**src/rtl/noc_node_if.sv**
```systemverilog
// Network-on-chip node interface: a TX FIFO packs PE words into flits for the
// switch, and an RX buffer keeps only flits addressed to this node for the PE.
module noc_node_if #(
  parameter int NodeId  = 0,
  parameter int TxDepth = 4,
  parameter int RxDepth = 2
) (
  input  logic        i_clk,
  input  logic        i_reset_n,
  input  logic [23:0] i_pe_data,
  input  logic [7:0]  i_pe_dest,
  input  logic        i_pe_valid,
  output logic        o_pe_ready,
  output logic [31:0] o_data,
  output logic        o_data_valid,
  input  logic        i_data_ready,
  input  logic [31:0] i_data,
  input  logic        i_data_valid,
  output logic        o_data_ready,
  output logic [23:0] o_pe_rx_data,
  output logic        o_pe_rx_valid,
  input  logic        i_pe_rx_ready,
  output logic [15:0] o_misroute_cnt,
  output logic [15:0] o_tx_cnt
);

  localparam int TxAw = (TxDepth > 1) ? $clog2(TxDepth) : 1;
  localparam int RxAw = (RxDepth > 1) ? $clog2(RxDepth) : 1;
  localparam int TxCw = $clog2(TxDepth + 1);
  localparam int RxCw = $clog2(RxDepth + 1);
  localparam logic [TxCw-1:0] TxFull   = TxCw'(TxDepth);
  localparam logic [RxCw-1:0] RxFull   = RxCw'(RxDepth);
  localparam logic [7:0]      NodeAddr = 8'(NodeId);

  // ---------------- TX path ----------------
  logic [31:0]     tx_mem [TxDepth];
  logic [TxAw-1:0] tx_wr_ptr_reg, tx_rd_ptr_reg;
  logic [TxCw-1:0] tx_count_reg, tx_count_next;
  logic            tx_push, tx_pop;

  // Ready/valid come only from the occupancy register, never from the peer's ready.
  assign o_pe_ready   = (tx_count_reg != TxFull);
  assign o_data_valid = (tx_count_reg != '0);
  assign o_data       = tx_mem[tx_rd_ptr_reg];
  assign tx_push      = i_pe_valid & o_pe_ready;
  assign tx_pop       = o_data_valid & i_data_ready;

  always_ff @(posedge i_clk) begin
    if (tx_push) begin
      tx_mem[tx_wr_ptr_reg] <= {i_pe_dest, i_pe_data};
    end
  end

  always_comb begin
    tx_count_next = tx_count_reg;
    if (tx_push && !tx_pop) begin
      tx_count_next = tx_count_reg + TxCw'(1);
    end else if (!tx_push && tx_pop) begin
      tx_count_next = tx_count_reg - TxCw'(1);
    end
  end

  always_ff @(posedge i_clk or negedge i_reset_n) begin
    if (!i_reset_n) begin
      tx_wr_ptr_reg <= '0;
      tx_rd_ptr_reg <= '0;
      tx_count_reg  <= '0;
    end else begin
      tx_count_reg <= tx_count_next;
      if (tx_push) begin
        tx_wr_ptr_reg <= tx_wr_ptr_reg + TxAw'(1);
      end
      if (tx_pop) begin
        tx_rd_ptr_reg <= tx_rd_ptr_reg + TxAw'(1);
      end
    end
  end

  // ---------------- RX path ----------------
  logic [23:0]     rx_mem [RxDepth];
  logic [RxAw-1:0] rx_wr_ptr_reg, rx_rd_ptr_reg;
  logic [RxCw-1:0] rx_count_reg, rx_count_next;
  logic            rx_accept, rx_match, rx_push, rx_pop, rx_misroute;

  assign o_data_ready  = (rx_count_reg != RxFull);
  assign o_pe_rx_valid = (rx_count_reg != '0);
  assign o_pe_rx_data  = rx_mem[rx_rd_ptr_reg];
  assign rx_accept     = i_data_valid & o_data_ready;
  assign rx_match      = (i_data[31:24] == NodeAddr);
  assign rx_push       = rx_accept & rx_match;
  assign rx_misroute   = rx_accept & ~rx_match;
  assign rx_pop        = o_pe_rx_valid & i_pe_rx_ready;

  always_ff @(posedge i_clk) begin
    if (rx_push) begin
      rx_mem[rx_wr_ptr_reg] <= i_data[23:0];
    end
  end

  always_comb begin
    rx_count_next = rx_count_reg;
    if (rx_push && !rx_pop) begin
      rx_count_next = rx_count_reg + RxCw'(1);
    end else if (!rx_push && rx_pop) begin
      rx_count_next = rx_count_reg - RxCw'(1);
    end
  end

  always_ff @(posedge i_clk or negedge i_reset_n) begin
    if (!i_reset_n) begin
      rx_wr_ptr_reg <= '0;
      rx_rd_ptr_reg <= '0;
      rx_count_reg  <= '0;
    end else begin
      rx_count_reg <= rx_count_next;
      if (rx_push) begin
        rx_wr_ptr_reg <= rx_wr_ptr_reg + RxAw'(1);
      end
      if (rx_pop) begin
        rx_rd_ptr_reg <= rx_rd_ptr_reg + RxAw'(1);
      end
    end
  end

  // ---------------- statistics (saturating) ----------------
  logic [15:0] misroute_cnt_reg, tx_cnt_reg;

  always_ff @(posedge i_clk or negedge i_reset_n) begin
    if (!i_reset_n) begin
      misroute_cnt_reg <= '0;
      tx_cnt_reg       <= '0;
    end else begin
      if (rx_misroute && misroute_cnt_reg != 16'hFFFF) begin
        misroute_cnt_reg <= misroute_cnt_reg + 16'd1;
      end
      if (tx_pop && tx_cnt_reg != 16'hFFFF) begin
        tx_cnt_reg <= tx_cnt_reg + 16'd1;
      end
    end
  end

  assign o_misroute_cnt = misroute_cnt_reg;
  assign o_tx_cnt       = tx_cnt_reg;

endmodule

```
**config.mk**
```make
export PLATFORM = sky130hd
export DESIGN_NAME = noc_node_if
export DESIGN_NICKNAME = d
export VERILOG_FILES = /design/src/rtl/noc_node_if.sv
export SDC_FILE = /design/constraint.sdc
export NUM_CORES = 1
export LEC_CHECK = 0
export BUFFER_PORTS_ARGS = -buffer_cell sky130_fd_sc_hd__buf_2
export CAP_MARGIN = 10
export CORE_ASPECT_RATIO = 0.8
export CORE_MARGIN = 2
export CORE_UTILIZATION = 24
export CTS_BUF_LIST = sky130_fd_sc_hd__clkbuf_8
export DETAILED_ROUTE_END_ITERATION = 16
export PLACE_DENSITY = 0.47
export SYNTH_ARGS = -nofsm -noshare
export SYNTH_HDL_FRONTEND = slang
export SYNTH_SLANG_ARGS = --single-unit
export TNS_END_PERCENT = 5
```
**constraint.sdc**
```tcl
create_clock -name i_clk -period 5 [get_ports i_clk]
set_input_delay 0.5 -clock i_clk [delete_from_list [all_inputs] [get_ports i_clk]]
set_output_delay 0.5 -clock i_clk [all_outputs]
set_load 0.05 [all_outputs]
```
# After elaboration in Yosys (flattened, before gate mapping)
# Memory sizes are Yosys's and may differ from the RTL's.
# Index checks and enable logic that the tools add are counted.
[totals]
register_bits = 43
mem_bits_rw = 176
output_inout_bits = 92
n_memories = 2
[op_classes]
addsub = 10
n_eq_ne = 4
n_mux = 8
bitwise = 7
reduce_logical = 15
[mem_list]
columns = ["memory", "depth", "word_bits", "read_ports", "rd_ports_with_merged_regs", "wr", "line", "rtl"]
rows = [
  ["tx_mem", 4, 32, 1, 0, 1, "36", "logic [31:0] tx_mem [TxDepth];"],
  ["rx_mem", 2, 24, 1, 0, 1, "80", "logic [23:0] rx_mem [RxDepth];"],
]
[op_table]
columns = ["cell", "n"]
rows = [
  ["16-bit by 1-bit adder with 16-bit output (second input constant)", 2],
  ["16-bit != test (second input constant)", 2],
  ["8-bit logical NOT", 1],
  ["2-bit by 1-bit adder with 2-bit output (second input constant)", 3],
  ["1-bit AND", 6],
  ["1-bit logical AND", 6],
  ["3-bit two-way mux", 2],
  ["2-bit nonzero test", 3],
  ["1-bit logical NOT", 4],
  ["1-bit two-way mux", 4],
  ["2-bit two-way mux", 2],
  ["3-bit by 1-bit adder with 3-bit output (second input constant)", 1],
  ["3-bit != test (second input constant)", 1],
  ["3-bit nonzero test", 1],
  ["3-bit by 1-bit subtractor with 3-bit output (second input constant)", 1],
  ["1-bit adder (second input constant)", 2],
  ["2-bit != test (second input constant)", 1],
  ["2-bit by 1-bit subtractor with 2-bit output (second input constant)", 1],
  ["1-bit inverter", 1],
]

# Longest topological paths before layout
# Gate-level depths: netlist (run 1).
[depth]
ltp_word = 7
ltp_mapped = 9

# Worst setup path after synthesis (run 1)
# OpenSTA, ideal clock, no wires.
[synth_path]
path_type = "in2reg"
start = "input port i_data[29]"
end = "memory rx_mem[0][0] (enable)"
setup_ns = 0.405
t_arrival_ns = 2.424
required_ns = 4.595
setup_slack_ns = 2.171
cell_stages = 4
path_buffers = 0
path_cell_list = "or4_4 -> nor2_1 -> nand3_1 -> nor2_1"
[synth_between]
elab_chain_len = 4
[synth_rtl]
columns = ["item", "line", "rtl"]
rows = [
  ["start, declared", "17", "input logic [31:0] i_data,"],
  ["8-bit logical NOT", "89", "assign rx_match = (i_data[31:24] == NodeAddr);"],
  ["1-bit AND", "90", "assign rx_push = rx_accept & rx_match;"],
  ["1-bit two-way mux", "95", "if (rx_push) begin"],
  ["1-bit two-way mux (not written as such)", "96", "rx_mem[rx_wr_ptr_reg] <= i_data[23:0];"],
  ["end, declared", "80", ""],
]
# No other way between the ends.

# Final worst setup path (run 1)
[layout_path]
start = "register tx_rd_ptr_reg[0]"
end = "output port o_data[6]"
[layout_between]
elab_chain_len = 1
[layout_rtl]
columns = ["item", "line", "rtl"]
rows = [
  ["start, declared", "37", "logic [TxAw-1:0] tx_wr_ptr_reg, tx_rd_ptr_reg;"],
  ["start signal, assigned", "74", "tx_rd_ptr_reg <= tx_rd_ptr_reg + TxAw'(1);"],
  ["memory read 4 x 32 bit", "--", ""],
  ["end, declared", "14", "output logic [31:0] o_data,"],
]
# No other way between the ends.

==> impl_metrics.py, run 1 <==
metrics = {
    "run_status": {
        "run_status": "finished, final reports clean",
    },
    "placement": {
        "pre_cts_ws_ps": 2080,
        "gp_congestion": 0.753,
        "port_buffers": 161,
        "placed_cell_area_mm2": 0.00990,
        "dp.cells": 1061,
        "dpl.hpwl_um": 12000,
    },
    "cts": {
        "numClockSinks": 219,
        "cts-root-buf": "clkbuf_8",
        "cts_max_level": 2,
        "clk_path_buf_depth": 3,
        "holdBufCountCts": 0,
        "cts_tree": "done",
        "cts_buffers": 38,
        "path_clk_slew_ps": 60,
        "insertion_delay_ps": 550,
        "cts_setup_buffers": 0,
        "post_cts_resized": 0,
    },
    "route": {
        "drc": 0,
        "ant_nets": 0,
        "vias": 4698,
        "wl_um": 19000,
        "vias_per_cell": 4.15,
        "drt-initial-drc-count": 198,
        "dr.pass1.iters": 4,
        "avgRoutedWirePerCell_um": 16.7,
    },
    "power_and_ir_drop": {
        "leakage_uw": 0.00410,
        "switchingPower_uw": 2630,
        "total_power_uw": 6540,
        "p_per_area_mw_per_mm2": 612,
        "seq_power_share": 0.399,
        "p_clk_frac": 0.250,
        "p_comb_frac": 0.352,
        "ir_worst_vdd_mv": 0.453,
        "p_int_uw": 3920,
        "p_sw_frac": 0.402,
    },
    "global_route": {
        "antenna_found_initial": 0,
        "grt_pass1_vias": 5286,
        "grt_max_degree": 44,
        "overflow": 0,
        "grt_pass1_wl_um": 29700,
        "grt_use_total": 0.103,
    },
    "synth": {
        "synth_edf_count": 176,
        "synthTopCellsByCount": "edfxtp_1 (176), dfrtp_1 (43), mux4_2 (32), mux2_2 (29), xor2_1 (29)",
        "synth_ff_type": "edfxtp_1",
        "syn_inst": 440,
        "synth_compound_area_frac": 0.00952,
        "synthArstFlopShare": 0.196,
        "ys_types": 39,
        "synth_top_area_cell": "edfxtp_1",
        "ys_top_cells_by_area": "edfxtp_1 (62%), dfrtp_1 (13%), mux4_2 (8.4%)",
        "mappedNetlistArea_mm2": 0.00854,
        "yosysMostFrequentCell": "edfxtp_1",
        "yosys.area.top_type_share": 0.619,
        "syn_avg_cell_area_um2": 19.4,
        "syn_nets": 519,
        "synth_adder_area_share": 0.0141,
        "synthSimpleGateAreaFrac": 0.0607,
        "synth_top_family_by_area": "multiplexers",
        "yosysWarnings": 0,
        "synth-xor-area-share": 0.0379,
        "ys_ff_latch": 219,
        "muxShareOfSynthArea": 0.124,
        "ys_seq_area_frac": 0.745,
    },
    "flow_run": {
        "drv_cap": 0,
    },
    "finish": {
        "antennaDiodeCount": 0,
        "fin_nets": 710,
        "drive_gt1_frac": 0.445,
        "regMostFlops": "tx_mem",
        "largest_reg_flops": 128,
        "fin_cells": 1132,
        "final_cell_area_mm2": 0.0107,
        "area_growth_pct": 25.3,
        "fillers": 3460,
        "reg_top3": "tx_mem (128), rx_mem (48)",
    },
    "timing": {
        "skew_ps": 20.5,
        "setup_tns_ps": 0,
        "rsz0062_at_grt": "no",
        "slew_headroom": 0.246,
        "setup_ws_ps": 1900,
        "period_share": 0.620,
        "setup_viol": 0,
        "fmax_ghz": 0.323,
        "period_minus_slack_ps": 3100,
        "tightest_slew_ps": 1120,
        "slew_violations": 0,
        "final-hold-violation-count": 0,
    },
    "setup_path": {
        "cp_num_cells": 3,
        "slowest_delay_ps": 770,
        "critPathMaxFanout": 18,
        "rr_endpoint": "o_misroute_cnt[1]$_DFFE_PN0P_",
        "crit_path_end_kind": "output pin",
        "critPathLaunchType": "flop",
        "crit_slowest_cell": "dfrtp_2",
        "crit_type": "flop to output pin",
        "path_buf_inv": 2,
        "worst_r2r_startpoint": "o_misroute_cnt[0]$_DFFE_PN0P_",
        "worst_r2r_path_depth": 5,
        "cp_top_family": "flip-flops",
        "rrSetupSlack_ps": 2640,
        "crit_end": "o_data[6]",
        "cp_data_required_time_ps": 4500,
        "worstSetupStartpoint": "tx_rd_ptr_reg[0]$_DFFE_PN0P_",
        "arrival_ps": 2600,
        "crit_chain": "buf_4 > mux4_2 > buf_2",
    },
    "die": {
        "die_h_um": 173,
        "dieArea_mm2": 0.0371,
        "die_w_um": 215,
        "core-area_mm2": 0.0349,
        "start_util": 0.245,
        "rows": 61,
        "ios": 162,
    },
    "hold_path": {
        "hold_path.class": "primary input to asynchronous set/reset pin",
    },
}
-- layout by cell type (no fill, tap or decap), types with 2 or more instances in the layout --
cell type,Yosys,layout
xnor2_1,8,8
nand3_1,12,12
xor2_1,29,29
nor2_2,1,3
mux4_2,32,32
inv_1,5,17
and4_1,3,3
nor3_1,11,11
clkbuf_8,0,40
nand2_1,11,11
or2_2,3,3
inv_6,0,2
nor3b_1,2,2
edfxtp_1,176,176
nand4_1,7,7
mux2_2,29,29
bufinv_16,0,3
and3_2,0,4
clkinv_1,0,7
buf_2,5,161
or4_4,2,2
nor4_1,6,6
dfrtp_1,43,41
nor4b_1,5,5
ha_1,8,8
dfrtp_2,0,2
and3_1,6,2
nor2_1,12,10
or3_1,2,2
clkinv_2,0,5
-- metrics by stage --
stage	utilization	hold WS [ps]
2_1_floorplan	-	204
3_3_place_gp	0.284	475
3_5_place_dp	0.284	487
4_1_cts	0.306	84.1
5_1_grt	0.307	94.0
6_report	0.307	128
-- power by group through the flow --
stage	logic [uW]	registers [uW]	clock network, uW
6_report	2300	2610	1630
5_1_grt	2430	2660	1800
4_1_cts	2360	2620	1710
3_5_place_dp	2350	2660	0
3_3_place_gp	2320	2640	0
2_1_floorplan	1740	2640	0
-- cell families after synthesis --
family / count (synthesis)
DFF: 219
xor gates and xnor gates: 37
and+or+nand+nor: 88
AOI/OAI and AO/OA: 7
adders and majority gates: 9
muxes: 62
buffers and inverters: 18
-- worst reg2reg max path, cell delays in order (launching register included) --
cell,delay (ps)
dfrtp_1,410
ha_1,220
nand4_1,180
nor4_2,1000
nor2_2,100
mux2_4,330
-- worst min path at each step --
stage	depth (start not counted)	to	start	slack, ps
floorplan	0	o_misroute_cnt[0]$_DFFE_PN0P_	i_reset_n	200
global placement	1	rx_count_reg[1]$_DFFE_PN0P_	rx_count_reg[1]$_DFFE_PN0P_	470
finish	1	o_misroute_cnt[11]$_DFFE_PN0P_	i_reset_n	130
detailed placement	1	rx_count_reg[1]$_DFFE_PN0P_	rx_count_reg[1]$_DFFE_PN0P_	490
global route	1	rx_mem[0][1]$_DFFE_PP_	i_data[1]	90
CTS	1	rx_mem[0][17]$_DFFE_PP_	i_data[17]	80
-- routing by layer --
| layer | part of all wire | wire length [um] | GRT usage | up-vias |
|---|---|---|---|---|
| li1 | - | - | - | 2131 |
| met1 | 0.43 | 8100 | 0.123 | 2385 |
| met2 | 0.49 | 9210 | 0.173 | 141 |
| met3 | 0.059 | 1120 | 0.0327 | 41 |
| met4 | 0.028 | 529 | 0.0388 | 0 |
| met5 | 0 | 0 | 0 | - |
-- layout make-up --
type | count | area (um2) | share of cell area
clock inverter | 29 | 204 | 0.0191
tap | 472 | 591 | 0.0552
clock buffer | 40 | 551 | 0.0515
sequential | 219 | 6360 | 0.595
inverter | 5 | 18.8 | 0.00175
multi-input combinational | 203 | 2120 | 0.198
timing repair buffer | 164 | 856 | 0.0800
Note: power is estimated with default switching activity, not from simulation.
==> run 2, diff against run 1 <==
- ABC_AREA: default -> 1
- clock period: 5 -> 3.1 ns (I/O delays scaled with it)
==> impl_metrics.py, run 2 <==
metrics = {
    "run_status": {
        "run_status": "finished, final reports clean",
    },
    "synth": {
        "mappedNetlistArea_mm2": 0.00906,
        "synth_top_family_by_area": "simple AND/OR/NAND/NOR gates",
        "synth_adder_area_share": 0.0133,
        "ys_top_cells_by_area": "edfxtp_1 (58%), dfrtp_1 (12%), nand2_1 (9.2%)",
        "yosysMostFrequentCell": "nand2_1",
        "synthSimpleGateAreaFrac": 0.158,
        "synth_ff_type": "edfxtp_1",
        "muxShareOfSynthArea": 0.00124,
        "syn_nets": 877,
        "synthTopCellsByCount": "nand2_1 (221), edfxtp_1 (176), nor2_1 (112), o21ai_0 (53), dfrtp_1 (43)",
        "synth_top_area_cell": "edfxtp_1",
        "synth_edf_count": 176,
        "syn_avg_cell_area_um2": 11.4,
        "yosysWarnings": 0,
        "synth_compound_area_frac": 0.0726,
        "ys_ff_latch": 219,
        "ys_seq_area_frac": 0.702,
        "yosys.area.top_type_share": 0.583,
        "synth-xor-area-share": 0.0203,
        "ys_types": 31,
        "syn_inst": 798,
        "synthArstFlopShare": 0.196,
    },
    "setup_path": {
        "crit_chain": "buf_4 > o21ai_0 > o22ai_1 > buf_2",
        "worstSetupStartpoint": "tx_rd_ptr_reg[0]$_DFFE_PN0P_",
        "slowest_delay_ps": 540,
        "path_buf_inv": 2,
        "critPathMaxFanout": 65,
        "critPathLaunchType": "flop",
        "crit_type": "flop to output pin",
        "cp_top_family": "buffers and inverters",
        "cp_data_required_time_ps": 2790,
        "worst_r2r_startpoint": "tx_count_reg[0]$_DFFE_PN0P_",
        "crit_path_end_kind": "output pin",
        "crit_slowest_cell": "buf_4",
        "arrival_ps": 2320,
    },
    "route": {
        "wl_um": 22700,
        "vias": 6458,
        "dr.pass1.iters": 5,
        "ant_nets": 0,
        "avgRoutedWirePerCell_um": 14.5,
        "vias_per_cell": 4.14,
        "drc": 0,
        "drt-initial-drc-count": 321,
    },
    "global_route": {
        "grt_use_total": 0.114,
        "grt_pass1_vias": 6344,
        "overflow": 0,
        "grt_max_degree": 66,
        "grt_pass1_wl_um": 35400,
        "antenna_found_initial": 0,
    },
    "finish": {
        "reg_top3": "tx_mem (128), rx_mem (48)",
        "layout_commonest_cell": "nand2_1",
        "layout_common_cells": "nand2_1 (221), edfxtp_1 (176), buf_2 (161)",
        "drive_gt1_frac": 0.230,
        "antennaDiodeCount": 0,
        "fin_nets": 1122,
        "regMostFlops": "tx_mem",
        "fillers": 3803,
        "largest_reg_flops": 128,
        "area_growth_pct": 30.0,
    },
    "timing": {
        "skew_ps": 40.8,
        "setup_tns_ps": 0,
        "tightest_slew_ps": 777,
        "rsz0062_at_grt": "no",
        "final-hold-violation-count": 0,
        "period_minus_slack_ps": 2630,
        "slew_violations": 0,
        "slew_headroom": 0.482,
        "period_share": 0.849,
        "fmax_ghz": 0.380,
        "fin_worst_hold_slack_ps": 79.7,
        "setup_viol": 0,
    },
    "die": {
        "ios": 162,
        "core-area_mm2": 0.0371,
        "dieArea_mm2": 0.0393,
        "die_w_um": 221,
        "die_h_um": 178,
        "rows": 63,
        "start_util": 0.244,
    },
    "cts": {
        "holdBufCountCts": 57,
        "insertion_delay_ps": 570,
        "path_clk_slew_ps": 60,
        "clk_path_buf_depth": 3,
        "cts_setup_buffers": 0,
        "post_cts_resized": 0,
        "cts_max_level": 2,
        "cts-root-buf": "clkbuf_8",
        "cts_buffers": 40,
        "cts_tree": "done",
        "numClockSinks": 219,
    },
    "hold_path": {
        "min_from": "i_pe_rx_ready",
        "hold_path.class": "primary input to flop",
    },
    "placement": {
        "dpl.hpwl_um": 14000,
        "gp_congestion": 0.733,
        "port_buffers": 161,
    },
    "flow_run": {
        "drv_cap": 0,
    },
    "power_and_ir_drop": {
        "leakage_uw": 0.00475,
        "ir_worst_vdd_mv": 0.654,
        "p_per_area_mw_per_mm2": 949,
    },
}
## run 2: worst register-to-register path: stages (launching register included)
cell	delay, ps
dfrtp_1	420
nor2_1	140
nand2_1	80
nand2_1	360
inv_1	150
ha_1	220
inv_1	100
fa_1	420
mux2_2	270
## run 2: layout make-up
class / instances / area, um2 / share of cell area
flip-flops and latches: 219 / 6360 / 0.540
multi-input cells: 510 / 2440 / 0.207
inverters: 40 / 150 / 0.0127
clock buffers: 41 / 564 / 0.0479
well taps: 487 / 609 / 0.0517
repair buffers: 232 / 1510 / 0.128
clock inverters: 30 / 145 / 0.0123
## run 2: where the power goes
| group | internal [uW] | switching [uW] |
|---|---|---|
| Sequential | 3690 | 218 |
| Clock | 1240 | 1220 |
| Combinational | 1100 | 3700 |
## run 2: final timing paths
path	end	slack, ps	cells after the start
min in group asynchronous	tx_rd_ptr_reg[1]$_DFFE_PN0P_	360	2
hold / removal	rx_rd_ptr_reg$_DFFE_PN0P_	80	3
setup reg to reg	tx_count_reg[1]$_DFFE_PN0P_	830	8
max in group asynchronous	o_misroute_cnt[7]$_DFFE_PN0P_	1960	3
hold reg to reg	rx_count_reg[0]$_DFFE_PN0P_	500	1
setup / recovery	o_data[5]	470	4
## run 2: metrics by stage
stage / worst slack [ps] / util / cells / cell area (um2) / total power, uW
2_1_floorplan: 235 / - / 798 / 9060 / 7450
3_3_place_gp: 871 / 0.283 / 1431 / 10500 / 8780
3_5_place_dp: 844 / 0.283 / 1431 / 10500 / 8790
4_1_cts: 396 / 0.317 / 1559 / 11800 / 11400
5_1_grt: 265 / 0.317 / 1559 / 11800 / 11900
6_report: 468 / 0.317 / 1559 / 11800 / 11200
## run 2: metal layers
layer | vias up | wire [um] | GRT usage
met4 | 0 | 480 | 0.0419
met2 | 147 | 10100 | 0.176
met5 | - | 0 | 0
met3 | 40 | 1150 | 0.0265
li1 | 3227 | - | -
met1 | 3044 | 10900 | 0.157
## run 2: cells by family after synthesis
family / after synthesis
AND/OR/NAND/NOR: 359
flip-flops: 219
AO/OA/AOI/OAI: 120
buffers and inverters: 69
XOR/XNOR: 21
adder cells (fa/ha/maj): 9
multiplexers: 1
==> run 3, diff against run 2 <==
- ABC_AREA: 1 -> 0
- PLACE_DENSITY: 0.47 -> 0.48
- clock period: 3.1 -> 2.2 ns (I/O delays scaled with it)
==> impl_metrics.py, run 3 (synthesis results as in run 1) <==
metrics = {
    "run_status": {
        "run_status": "finished, final reports clean",
    },
    "setup_path": {
        "critPathMaxFanout": 5,
        "cp_data_required_time_ps": 1980,
        "crit_type": "flop to output pin",
        "arrival_ps": 1950,
        "crit_path_end_kind": "output pin",
        "critPathLaunchType": "flop",
    },
    "finish": {
        "final_cell_area_mm2": 0.0118,
        "area_growth_pct": 37.9,
        "reg_top3": "tx_mem (128), rx_mem (48)",
        "drive_gt1_frac": 0.424,
        "final_util": 0.338,
        "layout_commonest_cell": "edfxtp_1",
        "regMostFlops": "tx_mem",
        "register_area_mm2": 0.00636,
        "largest_reg_flops": 128,
        "antennaDiodeCount": 0,
        "layout_common_cells": "edfxtp_1 (176), buf_2 (134), dlygate4sd3_1 (59)",
        "multi_input_area_mm2": 0.00212,
        "fillers": 3396,
        "fin_nets": 798,
    },
    "route": {
        "drc": 0,
        "vias": 4975,
        "vias_per_cell": 4.08,
        "avgRoutedWirePerCell_um": 16.0,
        "drt-initial-drc-count": 207,
        "dr.pass1.iters": 4,
        "ant_nets": 0,
        "wl_um": 19600,
    },
    "hold_path": {
        "hold_path.class": "primary input to flop",
    },
    "timing": {
        "slew_violations": 0,
        "setup_viol": 0,
        "fmax_ghz": 0.460,
        "final-hold-violation-count": 0,
        "skew_ps": 14.9,
        "period_minus_slack_ps": 2170,
        "period_share": 0.988,
        "slew_headroom": 0.591,
        "rsz0062_at_grt": "yes",
        "tightest_slew_ps": 609,
    },
    "cts": {
        "clk_path_buf_depth": 3,
        "insertion_delay_ps": 530,
        "cts_tree": "done",
        "cts_buffers": 40,
        "numClockSinks": 219,
        "cts_max_level": 2,
        "cts-root-buf": "clkbuf_8",
        "path_clk_slew_ps": 60,
    },
    "flow_run": {
        "drv_cap": 0,
    },
    "global_route": {
        "grt_pass1_wl_um": 30400,
        "grt_pass1_vias": 5408,
        "grt_max_degree": 33,
        "grt_use_total": 0.105,
        "antenna_found_initial": 1,
        "overflow": 0,
    },
    "die": {
        "ios": 162,
        "start_util": 0.245,
        "core-area_mm2": 0.0349,
        "rows": 61,
        "die_h_um": 173,
        "dieArea_mm2": 0.0371,
        "die_w_um": 215,
    },
    "placement": {
        "placed_cell_area_mm2": 0.0101,
        "dpl.hpwl_um": 12100,
        "port_buffers": 161,
        "gp_congestion": 0.711,
    },
    "power_and_ir_drop": {
        "ir_worst_vdd_mv": 0.749,
        "leakage_uw": 0.00458,
        "p_per_area_mw_per_mm2": 1350,
    },
}
-- run 3: cell types whose count changed in the layout (fill, tap and decap cells not counted), sizes merged, moves of 5 or more --
cell	before	now
nand2	224	11
nor2	116	13
o21ai	84	1
inv	56	19
mux4	0	32
o22ai	32	0
mux2	1	30
xor2	11	29
buf	175	190
nor3	0	11
nor4	0	8
and3	0	6
nor4b	0	5
-- run 3: area by class of cell --
class | count | area share
Sequential cell | 219 | 0.540
Clock inverter | 30 | 0.0165
Timing Repair Buffer | 250 | 0.164
Inverter | 5 | 0.00159
Tap cell | 472 | 0.0501
Multi-Input combinational cell | 203 | 0.180
Clock buffer | 41 | 0.0479
-- run 3: metrics by stage --
step | total power, uW | setup slack (ps) | setup TNS, ps | cells | hold WS [ps]
after floorplan | 9960 | -167 | -8070 | 440 | -75.6
after CTS | 16200 | -43.3 | -613 | 1219 | 143
after global routing | 16700 | -66.1 | -1230 | 1220 | 195
final | 15900 | 27.1 | 0 | 1220 | 183
after detailed placement | 11600 | 156 | 0 | 1082 | 216
after global placement | 11600 | 156 | 0 | 1082 | 220
-- run 3: worst paths after layout --
| check | from | end | slack, ps | cells after the start |
|---|---|---|---|---|
| setup / recovery | tx_rd_ptr_reg[0]$_DFFE_PN0P_ | o_data[8] | 30 | 4 |
| hold / removal | i_pe_valid | tx_wr_ptr_reg[0]$_DFFE_PN0P_ | 180 | 3 |
| setup reg to reg | tx_count_reg[1]$_DFFE_PN0P_ | tx_count_reg[2]$_DFFE_PN0P_ | 190 | 8 |
| hold reg to reg | rx_count_reg[1]$_DFFE_PN0P_ | rx_count_reg[1]$_DFFE_PN0P_ | 480 | 1 |
| max in group asynchronous | i_reset_n | tx_rd_ptr_reg[0]$_DFFE_PN0P_ | 1410 | 3 |
| min in group asynchronous | i_reset_n | o_tx_cnt[7]$_DFFE_PN0P_ | 200 | 2 |
-- run 3: what timing repair did --
action	in CTS	in global routing
endpoints found under the hold margin	196	0
setup buffers	6	0
cloned	1	1
setup endpoints to repair	28	28
hold buffers	59	0
gates resized for setup	55	4
-- run 3: per-layer routing --
metal,vias up,GRT usage,part of all wire
li1,2310,-,-
met1,2486,0.138,0.46
met2,137,0.164,0.46
met3,40,0.0315,0.058
met4,2,0.0382,0.023
met5,-,0,0.00066
-- run 3: critical path, stage by stage, from the launching register on --
cell     delay (ps)
dfrtp_2         430
buf_6           140
buf_12          120
mux4_2          540
buf_8           170
-- run 3: power breakdown --
group	internal (uW)	switching (uW)
Sequential	5240	377
Combinational	2480	4140
Clock	2070	1630
Total	9790	6140
